## src/rtl/ebi_pkg.sv

```systemverilog
// Shared definitions for the 8-bit external bus: widths, strobe levels and
// the initiator's transaction states.
package ebi_pkg;

    localparam int EBI_ADDR_W = 8;
    localparam int EBI_DATA_W = 8;

    // CS/WR/RD are active low on the bus.
    localparam logic STROBE_ON  = 1'b0;
    localparam logic STROBE_OFF = 1'b1;

    typedef enum logic [2:0] {
        ST_IDLE   = 3'd0,
        ST_SETUP  = 3'd1,
        ST_STROBE = 3'd2,
        ST_END    = 3'd3,
        ST_WAIT   = 3'd4,
        ST_TURN   = 3'd5
    } ebi_state_e;

endpackage

```

## src/rtl/ebi_clk_div.sv

```systemverilog
// Bus clock generator: divides the system clock to CLK_bus and flags the
// system-clock cycle on which CLK_bus is about to rise or fall.
module ebi_clk_div #(
    parameter int HALF_DIV = 2
) (
    input  logic clk,
    input  logic rst,
    output logic clk_bus,
    output logic bus_rise,
    output logic bus_fall
);

    localparam int CNT_W = (HALF_DIV > 1) ? $clog2(HALF_DIV) : 1;
    localparam logic [CNT_W-1:0] CNT_LAST = CNT_W'(HALF_DIV - 1);

    logic [CNT_W-1:0] cnt_q, cnt_d;
    logic             clk_bus_q, clk_bus_d;
    logic             term;

    // Half-period counter; CLK_bus toggles on the terminal count.
    always_comb begin
        term      = (cnt_q == CNT_LAST);
        cnt_d     = term ? '0 : cnt_q + CNT_W'(1);
        clk_bus_d = term ? ~clk_bus_q : clk_bus_q;
    end

    // Divider state register.
    always_ff @(posedge clk or posedge rst) begin
        if (rst) begin
            cnt_q     <= '0;
            clk_bus_q <= 1'b0;
        end else begin
            cnt_q     <= cnt_d;
            clk_bus_q <= clk_bus_d;
        end
    end

    // Strobes are high in the cycle whose closing edge moves CLK_bus.
    assign bus_rise = term & ~clk_bus_q;
    assign bus_fall = term &  clk_bus_q;
    assign clk_bus  = clk_bus_q;

endmodule

```

## src/rtl/ebi_master.sv

```systemverilog
// Initiator end of the 8-bit external bus. Single-beat host requests become
// CS/WR/RD strobe sequences; every bus pin moves only on a CLK_bus falling
// edge so the target sees half a bus period of setup and hold.
//
// Host handshake: a request is taken on any clock where req_valid && req_ready;
// req_ready is high only in IDLE with no request already held, so the request
// fields are ignored from the accepting clock until the block is IDLE again.
// rsp_valid is a single-clock pulse when the transaction completes.
module ebi_master
    import ebi_pkg::*;
#(
    parameter int HALF_DIV = 2,
    parameter int READ_LAT = 2,
    parameter int TURN_CYC = 1
) (
    input  logic                  CLK_50Mhz,
    input  logic                  RST,
    input  logic                  req_valid,
    output logic                  req_ready,
    input  logic                  req_write,
    input  logic [EBI_ADDR_W-1:0] req_addr,
    input  logic [EBI_DATA_W-1:0] req_wdata,
    output logic                  rsp_valid,
    output logic [EBI_DATA_W-1:0] rsp_rdata,
    output logic                  busy,
    output logic                  CLK_bus,
    output logic                  CS,
    output logic                  WR,
    output logic                  RD,
    output logic [EBI_ADDR_W-1:0] address,
    output logic [EBI_DATA_W-1:0] data_o,
    input  logic [EBI_DATA_W-1:0] data_i,
    output logic                  data_t,
    output ebi_state_e            dbg_state
);

    localparam int RC_W = $clog2(READ_LAT + 1);
    localparam int TC_W = (TURN_CYC > 1) ? $clog2(TURN_CYC) : 1;
    localparam logic [RC_W-1:0] RISE_LAST = RC_W'(READ_LAT);
    localparam logic [TC_W-1:0] TURN_LAST = TC_W'(TURN_CYC - 1);

    logic bus_rise, bus_fall;

    ebi_state_e            state_q, state_d;
    logic                  pend_q, pend_d;
    logic                  wr_lat_q, wr_lat_d;
    logic [EBI_ADDR_W-1:0] addr_lat_q, addr_lat_d;
    logic [EBI_DATA_W-1:0] wdata_lat_q, wdata_lat_d;
    logic                  cs_q, cs_d;
    logic                  wr_q, wr_d;
    logic                  rd_q, rd_d;
    logic [EBI_ADDR_W-1:0] addr_q, addr_d;
    logic [EBI_DATA_W-1:0] data_o_q, data_o_d;
    logic                  data_t_q, data_t_d;
    logic                  rsp_valid_q, rsp_valid_d;
    logic [EBI_DATA_W-1:0] rsp_rdata_q, rsp_rdata_d;
    logic [RC_W-1:0]       rise_cnt_q, rise_cnt_d;
    logic [TC_W-1:0]       turn_cnt_q, turn_cnt_d;
    logic                  accept;
    logic                  read_done;

    ebi_clk_div #(
        .HALF_DIV (HALF_DIV)
    ) u_clk_div (
        .clk      (CLK_50Mhz),
        .rst      (RST),
        .clk_bus  (CLK_bus),
        .bus_rise (bus_rise),
        .bus_fall (bus_fall)
    );

    // Host handshake, next-state and bus pin values.
    always_comb begin
        state_d     = state_q;
        pend_d      = pend_q;
        wr_lat_d    = wr_lat_q;
        addr_lat_d  = addr_lat_q;
        wdata_lat_d = wdata_lat_q;
        cs_d        = cs_q;
        wr_d        = wr_q;
        rd_d        = rd_q;
        addr_d      = addr_q;
        data_o_d    = data_o_q;
        data_t_d    = data_t_q;
        rsp_valid_d = 1'b0;
        rsp_rdata_d = rsp_rdata_q;
        rise_cnt_d  = rise_cnt_q;
        turn_cnt_d  = turn_cnt_q;

        req_ready = (state_q == ST_IDLE) && !pend_q && !RST;
        accept    = req_valid && req_ready;

        // A read finishes on the fall after the READ_LAT-th rise since SETUP.
        read_done = bus_fall && (rise_cnt_q == RISE_LAST) &&
                    (((state_q == ST_SETUP) && !wr_lat_q) || (state_q == ST_WAIT));

        if (accept) begin
            pend_d      = 1'b1;
            wr_lat_d    = req_write;
            addr_lat_d  = req_addr;
            wdata_lat_d = req_wdata;
        end

        // Rises are counted while the read strobe is out.
        if (bus_rise && ((state_q == ST_SETUP) || (state_q == ST_WAIT)) &&
            (rise_cnt_q != RISE_LAST)) begin
            rise_cnt_d = rise_cnt_q + RC_W'(1);
        end

        if (bus_fall) begin
            case (state_q)
                ST_IDLE: begin
                    if (pend_q) begin
                        pend_d     = 1'b0;
                        state_d    = ST_SETUP;
                        cs_d       = STROBE_ON;
                        wr_d       = STROBE_OFF;
                        addr_d     = addr_lat_q;
                        rise_cnt_d = '0;
                        if (wr_lat_q) begin
                            data_o_d = wdata_lat_q;
                            data_t_d = 1'b0;
                            rd_d     = STROBE_OFF;
                        end else begin
                            data_t_d = 1'b1;
                            rd_d     = STROBE_ON;
                        end
                    end
                end
                ST_SETUP: begin
                    if (wr_lat_q) begin
                        state_d = ST_STROBE;
                        wr_d    = STROBE_ON;
                    end else if (!read_done) begin
                        state_d = ST_WAIT;
                    end
                end
                ST_STROBE: begin
                    state_d = ST_END;
                    wr_d    = STROBE_OFF;
                    cs_d    = STROBE_OFF;
                end
                ST_END: begin
                    state_d     = ST_TURN;
                    data_t_d    = 1'b1;
                    rsp_valid_d = 1'b1;
                    turn_cnt_d  = '0;
                end
                ST_WAIT: begin
                end
                ST_TURN: begin
                    if (turn_cnt_q == TURN_LAST) begin
                        state_d = ST_IDLE;
                    end else begin
                        turn_cnt_d = turn_cnt_q + TC_W'(1);
                    end
                end
                default: begin
                    state_d = ST_IDLE;
                end
            endcase
        end

        if (read_done) begin
            state_d     = ST_TURN;
            rsp_rdata_d = data_i;
            rsp_valid_d = 1'b1;
            cs_d        = STROBE_OFF;
            rd_d        = STROBE_OFF;
            turn_cnt_d  = '0;
        end
    end

    // State and pin registers; reset releases the bus immediately.
    always_ff @(posedge CLK_50Mhz or posedge RST) begin
        if (RST) begin
            state_q     <= ST_IDLE;
            pend_q      <= 1'b0;
            wr_lat_q    <= 1'b0;
            addr_lat_q  <= '0;
            wdata_lat_q <= '0;
            cs_q        <= STROBE_OFF;
            wr_q        <= STROBE_OFF;
            rd_q        <= STROBE_OFF;
            addr_q      <= '0;
            data_o_q    <= '0;
            data_t_q    <= 1'b1;
            rsp_valid_q <= 1'b0;
            rsp_rdata_q <= '0;
            rise_cnt_q  <= '0;
            turn_cnt_q  <= '0;
        end else begin
            state_q     <= state_d;
            pend_q      <= pend_d;
            wr_lat_q    <= wr_lat_d;
            addr_lat_q  <= addr_lat_d;
            wdata_lat_q <= wdata_lat_d;
            cs_q        <= cs_d;
            wr_q        <= wr_d;
            rd_q        <= rd_d;
            addr_q      <= addr_d;
            data_o_q    <= data_o_d;
            data_t_q    <= data_t_d;
            rsp_valid_q <= rsp_valid_d;
            rsp_rdata_q <= rsp_rdata_d;
            rise_cnt_q  <= rise_cnt_d;
            turn_cnt_q  <= turn_cnt_d;
        end
    end

    assign busy      = (state_q != ST_IDLE);
    assign CS        = cs_q;
    assign WR        = wr_q;
    assign RD        = rd_q;
    assign address   = addr_q;
    assign data_o    = data_o_q;
    assign data_t    = data_t_q;
    assign rsp_valid = rsp_valid_q;
    assign rsp_rdata = rsp_rdata_q;
    assign dbg_state = state_q;

endmodule

```

## config.mk

```make
export PLATFORM = sky130hd
export DESIGN_NAME = ebi_master
export DESIGN_NICKNAME = d
export VERILOG_FILES = /design/src/rtl/ebi_pkg.sv /design/src/rtl/ebi_clk_div.sv /design/src/rtl/ebi_master.sv
export SDC_FILE = /design/constraint.sdc
export NUM_CORES = 1
export LEC_CHECK = 0
export ABC_AREA = 0
export CAP_MARGIN = 25
export CORE_ASPECT_RATIO = 1.25
export CORE_MARGIN = 2
export CORE_UTILIZATION = 50
export DETAILED_ROUTE_END_ITERATION = 6
export DONT_BUFFER_PORTS = 1
export PLACE_DENSITY = 0.63
export SLEW_MARGIN = 10
export SYNTH_ARGS = -nofsm -noshare
export SYNTH_HDL_FRONTEND = slang
export SYNTH_HIERARCHICAL = 1
export SYNTH_SLANG_ARGS = --single-unit
export TNS_END_PERCENT = 5
```

## constraint.sdc

```tcl
create_clock -name CLK_50Mhz -period 2.1 [get_ports CLK_50Mhz]
set_input_delay 0.315 -clock CLK_50Mhz [delete_from_list [all_inputs] [get_ports CLK_50Mhz]]
set_output_delay 0.315 -clock CLK_50Mhz [all_outputs]
set_load 0.03 [all_outputs]
```

==> results of run 1 <==
==> path summary, 6_finish.rpt <==
check	from	to	slack, ps	depth (start not counted)
worst min-delay path	RST	rsp_valid	130	2
worst max-delay path	dbg_state[0]	req_ready	170	4
min in group CLK_50Mhz	req_wdata[6]	wdata_lat_q[6]	160	1
max in group asynchronous	RST	rsp_rdata[2]	1550	2
worst min register to register	u_clk_div/cnt_q	u_clk_div/cnt_q	480	1
worst max register to register	u_clk_div/cnt_q	address[3]	220	4
==> sequential cells by signal (all words and copies together), names as in the netlist <==
| signal | flops |
|---|---|
| wdata_lat_q | 8 |
| CS | 1 |
| WR | 1 |
| u_clk_div/clk_bus | 1 |
| RD | 1 |
| addr_lat_q | 8 |
| wr_lat_q | 1 |
| rsp_valid | 1 |
| u_clk_div/cnt_q | 1 |
| data_o | 8 |
| dbg_state | 3 |
| pend_q | 1 |
| address | 8 |
| data_t | 1 |
| rsp_rdata | 8 |
| rise_cnt_q | 2 |
==> routing by layer <==
metal  wire [um]  vias up
met2        1970       40
met1        1600      645
li1            -      577
met3         306        6
met4          51        0
met5           0        -
==> cell families (layout without fill, tap and decap cells) <==
| family | Yosys count | after routing | share of synthesized area (%) |
|---|---|---|---|
| XOR/XNOR | 2 | 2 | 0.750 |
| adder cells (fa/ha/maj) | 1 | 1 | 0.536 |
| multiplexers | 41 | 41 | 22.5 |
| AO/OA/AOI/OAI | 22 | 22 | 6.53 |
| AND/OR/NAND/NOR | 24 | 24 | 7.66 |
| flip-flops | 54 | 54 | 58.1 |
| buffers and inverters | 15 | 24 | 3.96 |
==> cell usage in the layout, fill, tap and decap left out, drive strengths merged, types with 2 or more instances in the layout <==
cell type and instances:
clkinvlp 2, o21ai 5, buf 8, nor2b 3, mux2 41, o31ai 2, clkbuf 6, a21oi 4
inv 7, or3 3, nand2b 4, dfstp 4, nand2 4, dfrtp 50, nand3 2, o211ai 2
==> layout make-up <==
type / instances / share of cell area [%]
Tap cell: 58 / 2.90
Timing Repair Buffer: 9 / 2.80
Clock inverter: 1 / 0.300
Inverter: 8 / 1.35
Sequential cell: 54 / 54.3
Clock buffer: 6 / 2.90
Multi-Input combinational cell: 90 / 35.5
==> power by group <==
part	leakage, uW	internal, uW	total [uW]	switching, uW
combinational	0.000472	625	1050	422
sequential	0.000664	1530	2450	912
clock	0.0000373	229	536	307
total	0.00117	2390	4030	1640
==> repair_timing <==
item,CTS,global route
hold buffers,1,0
hold endpoints to repair,2,0
setup endpoints to repair,0,0
==> through the flow <==
stage | hold slack (ps) | power (uW)
3_3_place_gp | 59.0 | 3460
3_5_place_dp | 63.5 | 3530
6_report | 126 | 4030
4_1_cts | 143 | 4090
2_1_floorplan | 56.2 | 3280
5_1_grt | 137 | 4280
==> results.sh, run 1 <==
export IMPL_overflow=0
export IMPL_finalHoldViolations=0
export IMPL_gr_usage_met3_pct=6.44
export IMPL_die_x_um=65.1
export IMPL_syn_nets=188
export IMPL_die_h_um=80.4
export IMPL_outcome="completed"
export IMPL_max_freq_mhz=519
export IMPL_core_um2=4460
export IMPL_slowest_delay_ps=520
export IMPL_fin_setup_tns_ps=0
export IMPL_drt_pre_antenna_iters=4
export IMPL_netlist_top_cells_count="dfrtp_1 (50), mux2_2 (23), mux2_4 (17)"
export IMPL_dp_hpwl_um=2850
export IMPL_cp_buffers_inverters=1
export IMPL_ys_warn_count=6
export IMPL_netlist_area_um2=2340
export IMPL_portBuffers=0
export IMPL_rsz0062_at_grt="false"
export IMPL_post_cts_buffers=0
export IMPL_critical_path_startpoint_type="flop"
export IMPL_design_area_um2=2500
export IMPL_seq_area_um2=1360
export IMPL_use_met1_pct=19.8
export IMPL_crit_arrival_ps=1610
export IMPL_cts_resized=0
export IMPL_async_flop_share_pct=100
export IMPL_ir_worst_vdd_v=0.000632
export IMPL_netlist_area_leader_share_pct=53.6
export IMPL_synth_flop_cell="dfrtp_1"
export IMPL_endpoint_kind="primary output"
export IMPL_avgRoutedWirePerCell_um=17.4
export IMPL_avgViaCountPerCell=5.61
export IMPL_required_ps=1780
export IMPL_slew_headroom_pct=57.5
export IMPL_place_area_um2=2410
export IMPL_syn_inst=159
export IMPL_h_tree_depth=2
export IMPL_antenna_found_initial=0
export IMPL_io_pins=63
export IMPL_diodes=0
export IMPL_grt_usage_pct=16.8
export IMPL_initial_core_util_pct=52.4
export IMPL_place_inst=218
export IMPL_power_leakage_uw=0.00117
export IMPL_cp_slowest_cell="dfrtp_1"
export IMPL_area_growth_synth_to_final_pct=7.02
export IMPL_synth_seq_cells=54
export IMPL_ys_top_cells_by_area="dfrtp_1 (54%), mux2_2 (11%), mux2_4 (11%)"
export IMPL_gp_congestion=0.758
export IMPL_drive_above_1_share_pct=39.3
export IMPL_cts_num_sinks=54
export IMPL_ant_nets=0
export IMPL_cts_clk_slew_worst_paths_ps=90
export IMPL_grt_pass1_vias=1420
export IMPL_drtIter0Drc=67
export IMPL_drc=0
export IMPL_post_synth_top_count_cell="dfrtp_1"
export IMPL_grt_max_degree=53
export IMPL_top_usage_layer="met2"
export IMPL_fill_cells=412
export IMPL_fin_cells=226
export IMPL_cts_inserted_buffers=5
export IMPL_cts_root_buf="clkbuf_8"
export IMPL_clockBufferDepth=2
export IMPL_grt_util_met2_pct=28.0
export IMPL_period_minus_slack_ps=1930
export IMPL_power_density_nw_per_um2=1610
export IMPL_finish_net_count=197
export IMPL_synth_distinct_cells=41
export IMPL_cts_tree="done"
export IMPL_setup_slack_ps=175
export IMPL_vias=1268
export IMPL_clock_latency_ps=300
export IMPL_multiInputGateArea_um2=887
export IMPL_setup_viol=0
export IMPL_preCtsSetupSlack_ps=198
export IMPL_critPathKind="flop to primary output"
export IMPL_synth_avg_cell_area_um2=14.7
export IMPL_fin_util_pct=56.1
export IMPL_wirelength_um=3930
export IMPL_drv_slew=0
export IMPL_period_share_pct=91.7
export IMPL_grt_pass1_wl_um=6660
export IMPL_die_area_um2=5240
export IMPL_cp_max_fo=11
export IMPL_rows=27
export IMPL_synth_top_area_cell="dfrtp_1"
export IMPL_synth_edf_count=0
export IMPL_fin_skew_ps=4.78
export IMPL_crit_chain="nor2_1, nand2_1, nor3_1, buf_4"
export IMPL_max_cap_viol_count=0
export IMPL_holdCritPathClass="primary input to asynchronous set/reset pin"
export IMPL_synth_sequential_area_ratio_pct=58.1
export IMPL_max_slew_worst_pin_slew_ps=637
export IMPL_crit_family="simple AND/OR/NAND/NOR gates"
(Power assumes the default switching activity.)
==> run 2, diff against run 1 <==
--- a/config.mk
+++ b/config.mk
@@ -8,7 +8,6 @@
 export ABC_AREA = 0
 export CAP_MARGIN = 25
 export CORE_ASPECT_RATIO = 1.25
-export CORE_MARGIN = 2
 export CORE_UTILIZATION = 50
 export DETAILED_ROUTE_END_ITERATION = 6
 export DONT_BUFFER_PORTS = 1
==> results.sh, run 2 (synthesis gave the netlist of run 1 again) <==
export IMPL_drv_slew=0
export IMPL_critPathKind="flop to primary output"
export IMPL_finish_net_count=197
export IMPL_critical_path_startpoint_type="flop"
export IMPL_cts_num_sinks=54
export IMPL_cts_resized=0
export IMPL_layout_common_cells="dfrtp_1 (50), mux2_2 (23), mux2_4 (17), buf_4 (8), inv_1 (7)"
export IMPL_reg2regPathDepth=3
export IMPL_design_area_um2=2530
export IMPL_ant_nets=0
export IMPL_crit_arrival_ps=1600
export IMPL_slew_headroom_pct=57.9
export IMPL_cp_max_fo=11
export IMPL_area_growth_synth_to_final_pct=8.14
export IMPL_h_tree_depth=2
export IMPL_top_usage_layer="met2"
export IMPL_clock_latency_ps=300
export IMPL_core_um2=4460
export IMPL_use_met1_pct=22.3
export IMPL_holdCritPathClass="primary input to asynchronous set/reset pin"
export IMPL_comb_power_share_pct=25.9
export IMPL_finalHoldViolations=0
export IMPL_cts_root_buf="clkbuf_8"
export IMPL_setup_slack_ps=187
export IMPL_required_ps=1780
export IMPL_grt_max_degree=53
export IMPL_p_seq_share_pct=58.3
export IMPL_grt_pass1_wl_um=6850
export IMPL_preCtsSetupSlack_ps=242
export IMPL_vias=1280
export IMPL_grt_util_met2_pct=30.0
export IMPL_clockBufferDepth=2
export IMPL_power_uw=4180
export IMPL_wirelength_um=4110
export IMPL_io_pins=63
export IMPL_grt_pass1_vias=1335
export IMPL_period_share_pct=91.1
export IMPL_drc=0
export IMPL_dp_hpwl_um=2860
export IMPL_die_x_um=63.1
export IMPL_period_minus_slack_ps=1910
export IMPL_p_clk_share_pct=15.8
export IMPL_max_slew_worst_pin_slew_ps=632
export IMPL_ir_worst_vdd_v=0.000827
export IMPL_outcome="completed"
export IMPL_initial_core_util_pct=52.4
export IMPL_internal_power_uw=2520
export IMPL_hold_ws_ps=132
export IMPL_max_cap_viol_count=0
export IMPL_max_freq_mhz=523
export IMPL_place_area_um2=2410
export IMPL_avgViaCountPerCell=5.64
export IMPL_power_density_nw_per_um2=1660
export IMPL_setup_viol=0
export IMPL_endpoint_kind="primary output"
export IMPL_grt_usage_pct=18.2
export IMPL_fin_skew_ps=3.13
export IMPL_cts_clk_slew_worst_paths_ps=90
export IMPL_portBuffers=0
export IMPL_cts_inserted_buffers=5
export IMPL_final_common_cell="dfrtp_1"
export IMPL_power_leakage_uw=0.00119
export IMPL_gp_congestion=0.766
export IMPL_rsz0062_at_grt="false"
export IMPL_rows=27
export IMPL_drive_above_1_share_pct=39.1
export IMPL_post_cts_buffers=0
export IMPL_drt_pre_antenna_iters=4
export IMPL_overflow=0
export IMPL_avgRoutedWirePerCell_um=18.1
export IMPL_die_h_um=78.4
export IMPL_die_area_um2=4950
export IMPL_drtIter0Drc=46
export IMPL_hold_buffers=1
export IMPL_antenna_found_initial=0
export IMPL_cts_tree="done"
export IMPL_diodes=0
export IMPL_netSwitchingPower_uw=1670
export IMPL_switching_share_pct=39.8
export IMPL_fill_cells=403
export IMPL_gr_usage_met3_pct=6.10
-- run 2: cell types whose count changed in the layout (fill, tap and decap cells not counted), sizes merged --
cell	delta
clkbuf	+1
clkinvlp	-1
bufinv	+1
-- run 2: metal layers --
layer  vias to the layer above  wire (um)
met5                         -          0
met4                         0         48
met3                         5        252
met2                        40       2140
met1                       657       1670
li1                        578          -
-- run 2: power by group through the flow --
| stage | sequential, uW | clock, uW | combinational (uW) |
|---|---|---|---|
| 6_report | 2440 | 660 | 1080 |
| 5_1_grt | 2510 | 732 | 1190 |
| 4_1_cts | 2450 | 690 | 1100 |
| 3_5_place_dp | 2470 | 0 | 1080 |
| 3_3_place_gp | 2430 | 0 | 1030 |
| 2_1_floorplan | 2350 | 0 | 930 |
-- run 2: worst paths after layout --
path	start	end	slack, ps
max in group asynchronous	RST	address[4]	1550
min in group CLK_50Mhz	req_wdata[1]	wdata_lat_q[1]	160
hold / removal	RST	rsp_valid	130
setup reg to reg	dbg_state[0]	rsp_rdata[4]	220
hold reg to reg	u_clk_div/cnt_q	u_clk_div/cnt_q	480
setup / recovery	dbg_state[0]	req_ready	190
-- run 2: stage by stage --
step / TNS [ps] / utilization [%] / std cells
final: 0 / 56.6 / 227
after floorplan: -62.0 / - / 159
after global routing: 0 / 56.6 / 227
after detailed placement: 0 / 54.0 / 218
after CTS: 0 / 56.6 / 227
after global placement: 0 / 54.0 / 218
-- run 2: final cells by class --
cell class,instances,area [um2],share of cell area [%]
Clock buffer,7,76.3,3.02
Multi-Input combinational cell,90,887,35.1
Clock inverter,1,30.0,1.19
Sequential cell,54,1360,53.7
Timing Repair Buffer,9,70.1,2.77
Tap cell,58,72.6,2.87
Inverter,8,33.8,1.34
-- run 2: worst max-delay path, cell delays in order, from the launching register on --
cell	delay, ps
dfrtp_1	530
nor2_1	320
nand2_1	130
nor3_1	140
buf_4	180
==> run 3, diff against run 2 <==
--- a/config.mk
+++ b/config.mk
@@ -5,14 +5,13 @@
 export SDC_FILE = /design/constraint.sdc
 export NUM_CORES = 1
 export LEC_CHECK = 0
-export ABC_AREA = 0
+export ABC_AREA = 1
 export CAP_MARGIN = 25
 export CORE_ASPECT_RATIO = 1.25
 export CORE_UTILIZATION = 50
 export DETAILED_ROUTE_END_ITERATION = 6
 export DONT_BUFFER_PORTS = 1
 export PLACE_DENSITY = 0.63
-export SLEW_MARGIN = 10
 export SYNTH_ARGS = -nofsm -noshare
 export SYNTH_HDL_FRONTEND = slang
 export SYNTH_HIERARCHICAL = 1
==> results.sh, run 3 <==
export IMPL_outcome="completed"
export IMPL_finish_net_count=302
export IMPL_initial_core_util_pct=52.9
export IMPL_drt_pre_antenna_iters=4
export IMPL_syn_nets=299
export IMPL_netlist_area_leader_share_pct=53.1
export IMPL_cp_buffers_inverters=0
export IMPL_diodes=0
export IMPL_gp_congestion=0.900
export IMPL_post_cts_buffers=0
export IMPL_synth_sequential_area_ratio_pct=57.5
export IMPL_ff2ff_setup_slack_ps=400
export IMPL_critical_path_startpoint_type="flop"
export IMPL_portBuffers=0
export IMPL_clock_latency_ps=300
export IMPL_hold_ws_ps=140
export IMPL_crit_arrival_ps=1440
export IMPL_overflow=0
export IMPL_area_growth_synth_to_final_pct=6.15
export IMPL_drtIter0Drc=64
export IMPL_drc=0
export IMPL_h_tree_depth=2
export IMPL_design_area_um2=2500
export IMPL_synth_distinct_cells=27
export IMPL_cts_inserted_buffers=5
export IMPL_power_leakage_uw=0.00137
export IMPL_grt_pass1_wl_um=7650
export IMPL_rows=27
export IMPL_period_minus_slack_ps=1760
export IMPL_die_h_um=78.8
export IMPL_cts_tree="done"
export IMPL_seq_area_um2=1360
export IMPL_antenna_found_initial=0
export IMPL_crit_chain="nor2_4, nand3_4, nor2_8"
export IMPL_synth_edf_count=0
export IMPL_drive_above_1_share_pct=10.9
export IMPL_multiInputGateArea_um2=845
export IMPL_die_area_um2=5000
export IMPL_async_flop_share_pct=100
export IMPL_crit_family="simple AND/OR/NAND/NOR gates"
export IMPL_io_pins=63
export IMPL_worstHoldStart="req_addr[3]"
export IMPL_final_common_cell="nand2_1"
export IMPL_wirelength_um=4560
export IMPL_layout_common_cells="nand2_1 (122), dfrtp_1 (50), nand3_1 (38), inv_1 (14), clkbuf_8 (6)"
export IMPL_avgViaCountPerCell=5.15
export IMPL_avgRoutedWirePerCell_um=13.7
export IMPL_max_cap_viol_count=0
export IMPL_synth_top_area_cell="dfrtp_1"
export IMPL_finalHoldViolations=0
export IMPL_clockBufferDepth=2
export IMPL_netlist_top_cells_count="nand2_1 (122), dfrtp_1 (50), nand3_1 (38)"
export IMPL_critPathKind="flop to primary output"
export IMPL_critPathLaunch="dbg_state[1]"
export IMPL_ir_worst_vdd_v=0.000957
export IMPL_place_area_um2=2400
export IMPL_setup_viol=0
export IMPL_dp_hpwl_um=3230
export IMPL_syn_inst=270
export IMPL_required_ps=1780
export IMPL_cts_clk_slew_worst_paths_ps=100
export IMPL_slowest_delay_ps=490
export IMPL_cp_slowest_cell="dfrtp_1"
export IMPL_synth_avg_cell_area_um2=8.74
export IMPL_ant_nets=0
export IMPL_period_share_pct=83.8
export IMPL_cp_max_fo=19
export IMPL_fin_skew_ps=7.00
export IMPL_post_synth_top_count_cell="nand2_1"
export IMPL_ys_warn_count=6
export IMPL_synth_flop_cell="dfrtp_1"
export IMPL_rr_startpoint="u_clk_div/clk_bus"
export IMPL_slew_headroom_pct=70.3
export IMPL_rsz0062_at_grt="false"
export IMPL_core_um2=4460
export IMPL_endpoint_kind="primary output"
export IMPL_netlist_area_um2=2360
export IMPL_power_density_nw_per_um2=1530
export IMPL_holdCritPathClass="primary input to flop"
export IMPL_drv_slew=0
export IMPL_max_freq_mhz=568
export IMPL_grt_usage_pct=19.9
export IMPL_vias=1710
export IMPL_fin_setup_tns_ps=0
export IMPL_ys_top_cells_by_area="dfrtp_1 (53%), nand2_1 (19%), nand3_1 (8.1%)"
export IMPL_cts_num_sinks=54
export IMPL_die_x_um=63.4
export IMPL_fill_cells=452
export IMPL_grt_pass1_vias=1707
export IMPL_grt_max_degree=34
export IMPL_synth_seq_cells=54
export IMPL_cts_root_buf="clkbuf_8"
export IMPL_max_slew_worst_pin_slew_ps=445
==> run 3: cell types whose count changed after synthesis, moves of 3 or more <==
cell,previous run,this run
nand3_1,1,38
nor2_1,1,5
or3_1,3,0
mux2_2,23,0
nand2_2,0,4
nand2b_1,3,0
mux2_4,17,0
nand2_1,4,122
inv_1,8,15
==> run 3: worst paths after layout <==
kind                                endpoint  cells past startpoint
setup / recovery                   req_ready                      3
hold / removal                 addr_lat_q[3]                      2
setup reg to reg                dbg_state[2]                      8
hold reg to reg              u_clk_div/cnt_q                      1
max in group asynchronous                 CS                      3
min in group asynchronous  u_clk_div/clk_bus                      2
==> run 3: final cells by class <==
type                            instances  share of cell area, %
Sequential cell                        54                   54.2
Multi-Input combinational cell        187                   33.7
Clock buffer                            7                   3.45
Tap cell                               58                   2.90
Timing Repair Buffer                    7                   2.70
Inverter                               18                   2.70
Clock inverter                          1                  0.350
==> run 3: metrics by stage <==
step	instances	utilization (%)	power [uW]	worst slack, ps
finish	332	56.1	3840	341
CTS	332	56.1	3890	315
global placement	323	53.8	3240	404
detailed placement	323	53.8	3280	393
global route	332	56.1	4110	255
floorplan	270	-	3060	499
==> run 3: logic make-up after synthesis <==
kind of cell,synth area share (%)
compound gates,2.44
simple gates,32.8
flops,57.5
buf+inv,6.68
fa+ha+maj,0.530
==> run 3: routing by layer <==
metal / vias up / part of all wire [%] / GRT usage [%]
met3: 7 / 7.1 / 6.18
met5: - / 0 / 0
met2: 57 / 51 / 34.1
li1: 847 / - / -
met1: 799 / 40 / 22.5
met4: 0 / 2.0 / 8.64
==> run 3: worst reg2reg max path, stage by stage, from the launching register on <==
cell and delay [ps]:
dfrtp_1 520, nand2_1 110, inv_1 80, nand2_1 80, clkinv_1 270, nand2_2 350
nand2_1 90, nand2_1 70, nand2_1 40
==> run 3: repair_timing <==
item                                    in CTS  in global routing
endpoints found under the setup margin       0                  0
hold buffers                                 1                  0
resized for setup                            0                  0
endpoints found under the hold margin       20                  0
==> run 3: where the power goes <==
group / switching, uW / internal, uW
sequential: 749 / 1480
clock: 328 / 273
combinational: 661 / 346
